<file path="config.mk">
export PLATFORM = sky130hd
export DESIGN_NAME = lfsr_8bit_flat
export DESIGN_NICKNAME = d
export VERILOG_FILES = /design/src/rtl/lfsr_pkg.sv /design/src/rtl/lfsr_8bit_if.sv /design/src/rtl/lfsr_feedback.sv /design/src/rtl/lfsr_8bit.sv /design/src/flat_wrapper.sv
export SDC_FILE = /design/constraint.sdc
export NUM_CORES = 1
export LEC_CHECK = 0
export CAP_MARGIN = 20
export CORE_AREA = 2 2 39 41
export DETAILED_ROUTE_END_ITERATION = 10
export DIE_AREA = 0 0 41 43
export GPL_ROUTABILITY_DRIVEN = 0
export PLACE_DENSITY_LB_ADDON = 0.12
export SLEW_MARGIN = 5
export SYNTH_ARGS = -nofsm -noshare
export SYNTH_HDL_FRONTEND = slang
export SYNTH_SLANG_ARGS = --single-unit
</file>
<file path="constraint.sdc">
create_clock -name clk -period 2 [get_ports clk]
set_input_delay 0.4 -clock clk [delete_from_list [all_inputs] [get_ports clk]]
set_output_delay 0.4 -clock clk [all_outputs]
set_load 0.01 [all_outputs]
</file>
<file path="src/rtl/lfsr_pkg.sv">
// Shared constants and state type for the LFSR pattern generators.
package lfsr_pkg;

    localparam int unsigned LFSR_W = 8;

    typedef logic [0:LFSR_W-1] lfsr_state_t;

    // Tap mask is in [0:W-1] order: the leftmost literal bit is q[0].
    localparam lfsr_state_t LFSR_TAPS_DEF = 8'b0001_1101;
    localparam lfsr_state_t LFSR_SEED_DEF = 8'b1000_0000;

endpackage : lfsr_pkg

</file>
<file path="src/rtl/lfsr_8bit_if.sv">
// Load/seed/state bundle between an LFSR and its user.
interface lfsr_8bit_if
    import lfsr_pkg::*;
#(
    parameter int unsigned WIDTH = LFSR_W
);
    logic             load;
    logic [0:WIDTH-1] din;
    logic [0:WIDTH-1] q;

    modport master (output load, output din, input q);
    modport slave  (input load, input din, output q);

endinterface : lfsr_8bit_if

</file>
<file path="src/rtl/lfsr_feedback.sv">
// Fibonacci feedback bit: XOR of the tapped state bits.
module lfsr_feedback #(
    parameter int unsigned WIDTH = 8
) (
    input  logic [0:WIDTH-1] state,
    input  logic [0:WIDTH-1] taps,
    output logic             fb_c
);

    assign fb_c = ^(state & taps);

endmodule : lfsr_feedback

</file>
<file path="src/rtl/lfsr_8bit.sv">
// Parallel-loadable Fibonacci LFSR; q[0] is the input end, shifts toward higher index.
// Optional lock-up recovery from the all-zero state under `LFSR_LOCKUP_GUARD_EN.
module lfsr_8bit
    import lfsr_pkg::*;
#(
    parameter int unsigned      WIDTH = LFSR_W,
    parameter logic [0:WIDTH-1] TAPS  = LFSR_TAPS_DEF,
    parameter logic [0:WIDTH-1] SEED  = LFSR_SEED_DEF
) (
    input  logic       clk,
    input  logic       rst_n,   // active-high despite the name
    lfsr_8bit_if.slave bus
);

    logic [0:WIDTH-1] state;
    logic [0:WIDTH-1] state_nxt;
    logic             fb_c;

    lfsr_feedback #(
        .WIDTH (WIDTH)
    ) u_feedback (
        .state (state),
        .taps  (TAPS),
        .fb_c  (fb_c)
    );

    // Load beats shift; the guard only replaces a shift out of zero.
    always_comb begin
        state_nxt = {fb_c, state[0:WIDTH-2]};
        if (bus.load) begin
            state_nxt = bus.din;
        end
`ifdef LFSR_LOCKUP_GUARD_EN
        else if (state == '0) begin
            state_nxt = SEED;
        end
`endif
    end

    always_ff @(posedge clk or posedge rst_n) begin
        if (rst_n) begin
            state <= SEED;
        end else begin
            state <= state_nxt;
        end
    end

    assign bus.q = state;

endmodule : lfsr_8bit

</file>
<file path="src/flat_wrapper.sv">
// flat-port wrapper written by rule: the top's interface ports become plain ports
module lfsr_8bit_flat import lfsr_pkg::*;
#(
    parameter int unsigned      WIDTH = LFSR_W,
    parameter logic [0:WIDTH-1] TAPS  = LFSR_TAPS_DEF,
    parameter logic [0:WIDTH-1] SEED  = LFSR_SEED_DEF
)
  (clk, rst_n, bus_load, bus_din, bus_q);
  lfsr_8bit_if #(.WIDTH(WIDTH)) bus_i ();
  input  logic clk;
  input  logic rst_n;
  input wire logic [$bits(bus_i.load)-1:0] bus_load;
  input wire logic [$bits(bus_i.din)-1:0] bus_din;
  output wire logic [$bits(bus_i.q)-1:0] bus_q;
  assign bus_i.load = bus_load;
  assign bus_i.din = bus_din;
  assign bus_q = bus_i.q;
  lfsr_8bit #(.WIDTH(WIDTH), .TAPS(TAPS), .SEED(SEED)) u_core (.clk(clk), .rst_n(rst_n), .bus(bus_i));
endmodule
</file>
# Yosys cells after proc, flatten, opt, wreduce, memory -nomap -nowiden
# Cells that the tools add are included.
# Widths: inputs -> output; s select.
# classes
muxes,1
reduce_logical,1
# ops
op,count
$mux 8,1
$reduce_xor 8->1,1
# word_totals
regBits,8
elab_cells,3
in_bits,11
output_inout_bits,8

# Longest topological paths before layout
# depth
ltp_word,2
mapped_depth,3
ltp_nobuf,3

# Hierarchy
# Synthesis repeated with hierarchy kept, for this count alone.
# unflattened
hier_cells,35
hier_area_um2,435.4
# by_module_without_submodules
mod,area_each_um2,seq_area_each_um2,instances,cells_each
lfsr_8bit,344.1,201.4,1,20
lfsr_feedback,91.3,0.0,1,15

# Worst setup path after synthesis
# No wires, ideal clock.
# synth_timing
path_type,input port to flip-flop
start,input bus_load
end,"register u_core.state, in the netlist u_core.bus.q[1]"
setup_time_ns,0.125
slack_ns,0.973
cell_stages,2
path_buffers,1
required_ns,1.875
arrival_ns,0.902
path_cell_list,buf_2 -> mux2_2
# synth_between
elab_chain_cells,1
# synth_rtl
item,line,text
from (decl),flat_wrapper.sv:12,input wire logic [$bits(bus_i.load)-1:0] bus_load;
$mux 8,lfsr_8bit.sv:30,if (bus.load) begin
named net u_core.state_nxt (one bit),lfsr_8bit.sv:16,logic [0:WIDTH-1] state_nxt;
to (signal assigned),lfsr_8bit.sv:44,state <= state_nxt;
to (decl),lfsr_8bit.sv:15,logic [0:WIDTH-1] state;
# The timed path passes the listed nets, and every way through them passes these cells.

# Worst setup path in the final report
# layout_timing
start,"register u_core.state, in the netlist u_core.bus.q[0]"
end,output bus_q[7]
# layout_lines
item,line,text
to (decl),flat_wrapper.sv:14,output wire logic [$bits(bus_i.q)-1:0] bus_q;
# No word-level cell between the ends.

==> results.yml <==
status:
  outcome: "complete, no violations"
power:
  seqPwrFrac: 0.446
  power_frac_comb: 0.260
  intPower_uw: 340
  p_leak_uw: 0.000220
  p_clk_frac: 0.294
  powerDensity_nw_per_um2: 819
  ir_drop_mv: 0.342
  switchingPower_uw: 107
  swShare: 0.240
synth:
  syn_inst: 22
  synth.distinct_cells: 8
  synthTopCellsByArea: "dfrtp_1, mux2_2, dfstp_2, xnor2_1, buf_2"
  async_flop_share: 1.00
  ys_seq_area_frac: 0.622
  yosys.area.top_type: "dfrtp_1"
  synth_edf_count: 0
  syn_nets: 33
  synthesis.area_um2: 324
  synth_top_area_share: 0.541
  synth.avg_cell_area_um2: 14.7
  yosys_register_bits: 8
  yosysWarnings: 0
  synth_ff_type: "dfrtp_1"
  synth_common_cells: "dfrtp_1, mux2_2, xnor2_1"
route:
  avgViaCountPerCell: 4.14
  wl_per_cell_um: 11.3
  first_iter_violations: 2
  routed_wl_um: 666
  via_count: 244
  firstDrtPassIters: 2
  drc_errors: 0
  antenna_left: 0
clock_tree:
  clk_latency_ns: 0.25
  clkTransAtPathRegs_ns: 0.06
  clk_path_buf_depth: 2
  clock-sinks: 8
  cts_tree: "done"
  ctsHoldBuffers: 0
  root_buffer: "clkbuf_4"
  htreeDepth: 1
  cts_buffers: 3
  ctsResizeCount: 0
  cts_setup_buffers: 0
sta:
  relSlewSlack: 0.746
  max_freq_ghz: 0.589
  skew_ns: 0.00481
  fin_crit_ns: 1.70
  fin_setup_tns_ns: 0
  setup_viol: 0
  rsz0062_at_grt: "no"
  fin_crit_sh: 0.848
  slew_viol_final: 0
  worstMarginPinSlew_ns: 0.381
  hold_viol: 0
hold_path:
  holdCritPathClass: "in -> async"
die:
  start_util: 0.234
  fp.dieW_um: 41
  dieHeight_um: 43
  row_count: 14
  coreArea_um2: 1380
  dieArea_um2: 1760
  io_pins: 19
setup_path:
  worstPathCellList: "clkdlybuf4s50_1"
  slowest_stage: "dfstp_2"
  crit_fanout: 2
  start_kind: "flip-flop"
  path_delay_family: "flip-flops"
  end_kind: "output port"
  path_class: "reg -> out"
  crit_arrival_ns: 1.30
  cp_num_buf_inv: 1
  slowest_delay_ns: 0.53
  worstPathRequired_ns: 1.60
cells_and_area:
  largest_reg_flops: 8
  regArea_um2: 201
  n_antenna_cell: 0
  drive_gt1_frac: 0.256
  n_fill_cell: 134
  final_nets: 55
  finalNonFillerCells: 59
  area_growth_pct: 68.3
  multiInputGateArea_um2: 114
  fin_util: 0.394
grt:
  grt_max_degree: 10
  grt_pass1_wl_um: 1100
  first_global_vias: 278
  antenna_found_initial: 0
  grt_overflow: 0
  gr-usage-all-layers: 0.0983
placement:
  place.port_buffers: 18
  hpwl_um: 514
  dp.cells: 55
job:
  cap_violations: 0
power by group through the flow:
stage | clock network [uW] | registers, uW | logic, uW
2_1_floorplan | 0 | 212 | 39.9
5_1_grt | 147 | 202 | 124
3_3_place_gp | 0 | 202 | 117
4_1_cts | 140 | 200 | 119
6_report | 131 | 199 | 116
3_5_place_dp | 0 | 203 | 117
stage by stage:
step           cell area [um^2]  setup slack [ns]  hold WS, ns  total power (uW)
2_1_floorplan               324             0.973        0.215               252
3_3_place_gp                519             0.406        0.491               319
3_5_place_dp                519             0.380        0.498               320
4_1_cts                     546             0.286        0.396               458
5_1_grt                     546             0.269        0.426               473
6_report                    546             0.303        0.402               447
metal layers:
metal  part of all wire  track usage  vias to the layer above
met5                  0            0                        -
met1               0.41        0.109                      114
met4              0.018        0.100                        0
li1                   -            -                      117
met2               0.47        0.134                       11
met3               0.10       0.0314                        2
logic make-up after synthesis:
logic type | count (synthesis) | synth area share
XOR/XNOR | 3 | 0.0811
buffers and inverters | 2 | 0.0270
AO/OA/AOI/OAI | 1 | 0.0154
AND/OR/NAND/NOR | 1 | 0.0116
multiplexers | 7 | 0.243
flip-flops | 8 | 0.622
worst paths after layout:
| check | start | end | slack (ns) | cells past startpoint |
|---|---|---|---|---|
| worst max register to register | u_core.bus.q[4] | u_core.bus.q[0] | 1.08 | 3 |
| max in group asynchronous | rst_n | u_core.bus.q[0] | 1.31 | 2 |
| worst min register to register | u_core.bus.q[6] | u_core.bus.q[7] | 0.51 | 1 |
| worst max-delay path | u_core.bus.q[0] | bus_q[7] | 0.30 | 1 |
| worst min-delay path | rst_n | u_core.bus.q[3] | 0.40 | 2 |
| min in group clk | u_core.bus.q[6] | u_core.bus.q[7] | 0.51 | 1 |
placed cells by master (no fill, tap or decap), drive strengths merged:
master / n
clkdlybuf4s50: 18
mux2: 7
clkbuf: 4
xnor2: 3
dfstp: 1
o21ai: 1
dfrtp: 7
inv: 1
nand2: 1
final cells by class:
class,instances,area share
Sequential cell,8,0.369
Clock buffer,4,0.0482
Tap cell,16,0.0367
Multi-Input combinational cell,12,0.209
Timing Repair Buffer,18,0.330
Inverter,1,0.00688
Note: power is estimated with default switching activity, not from simulation.
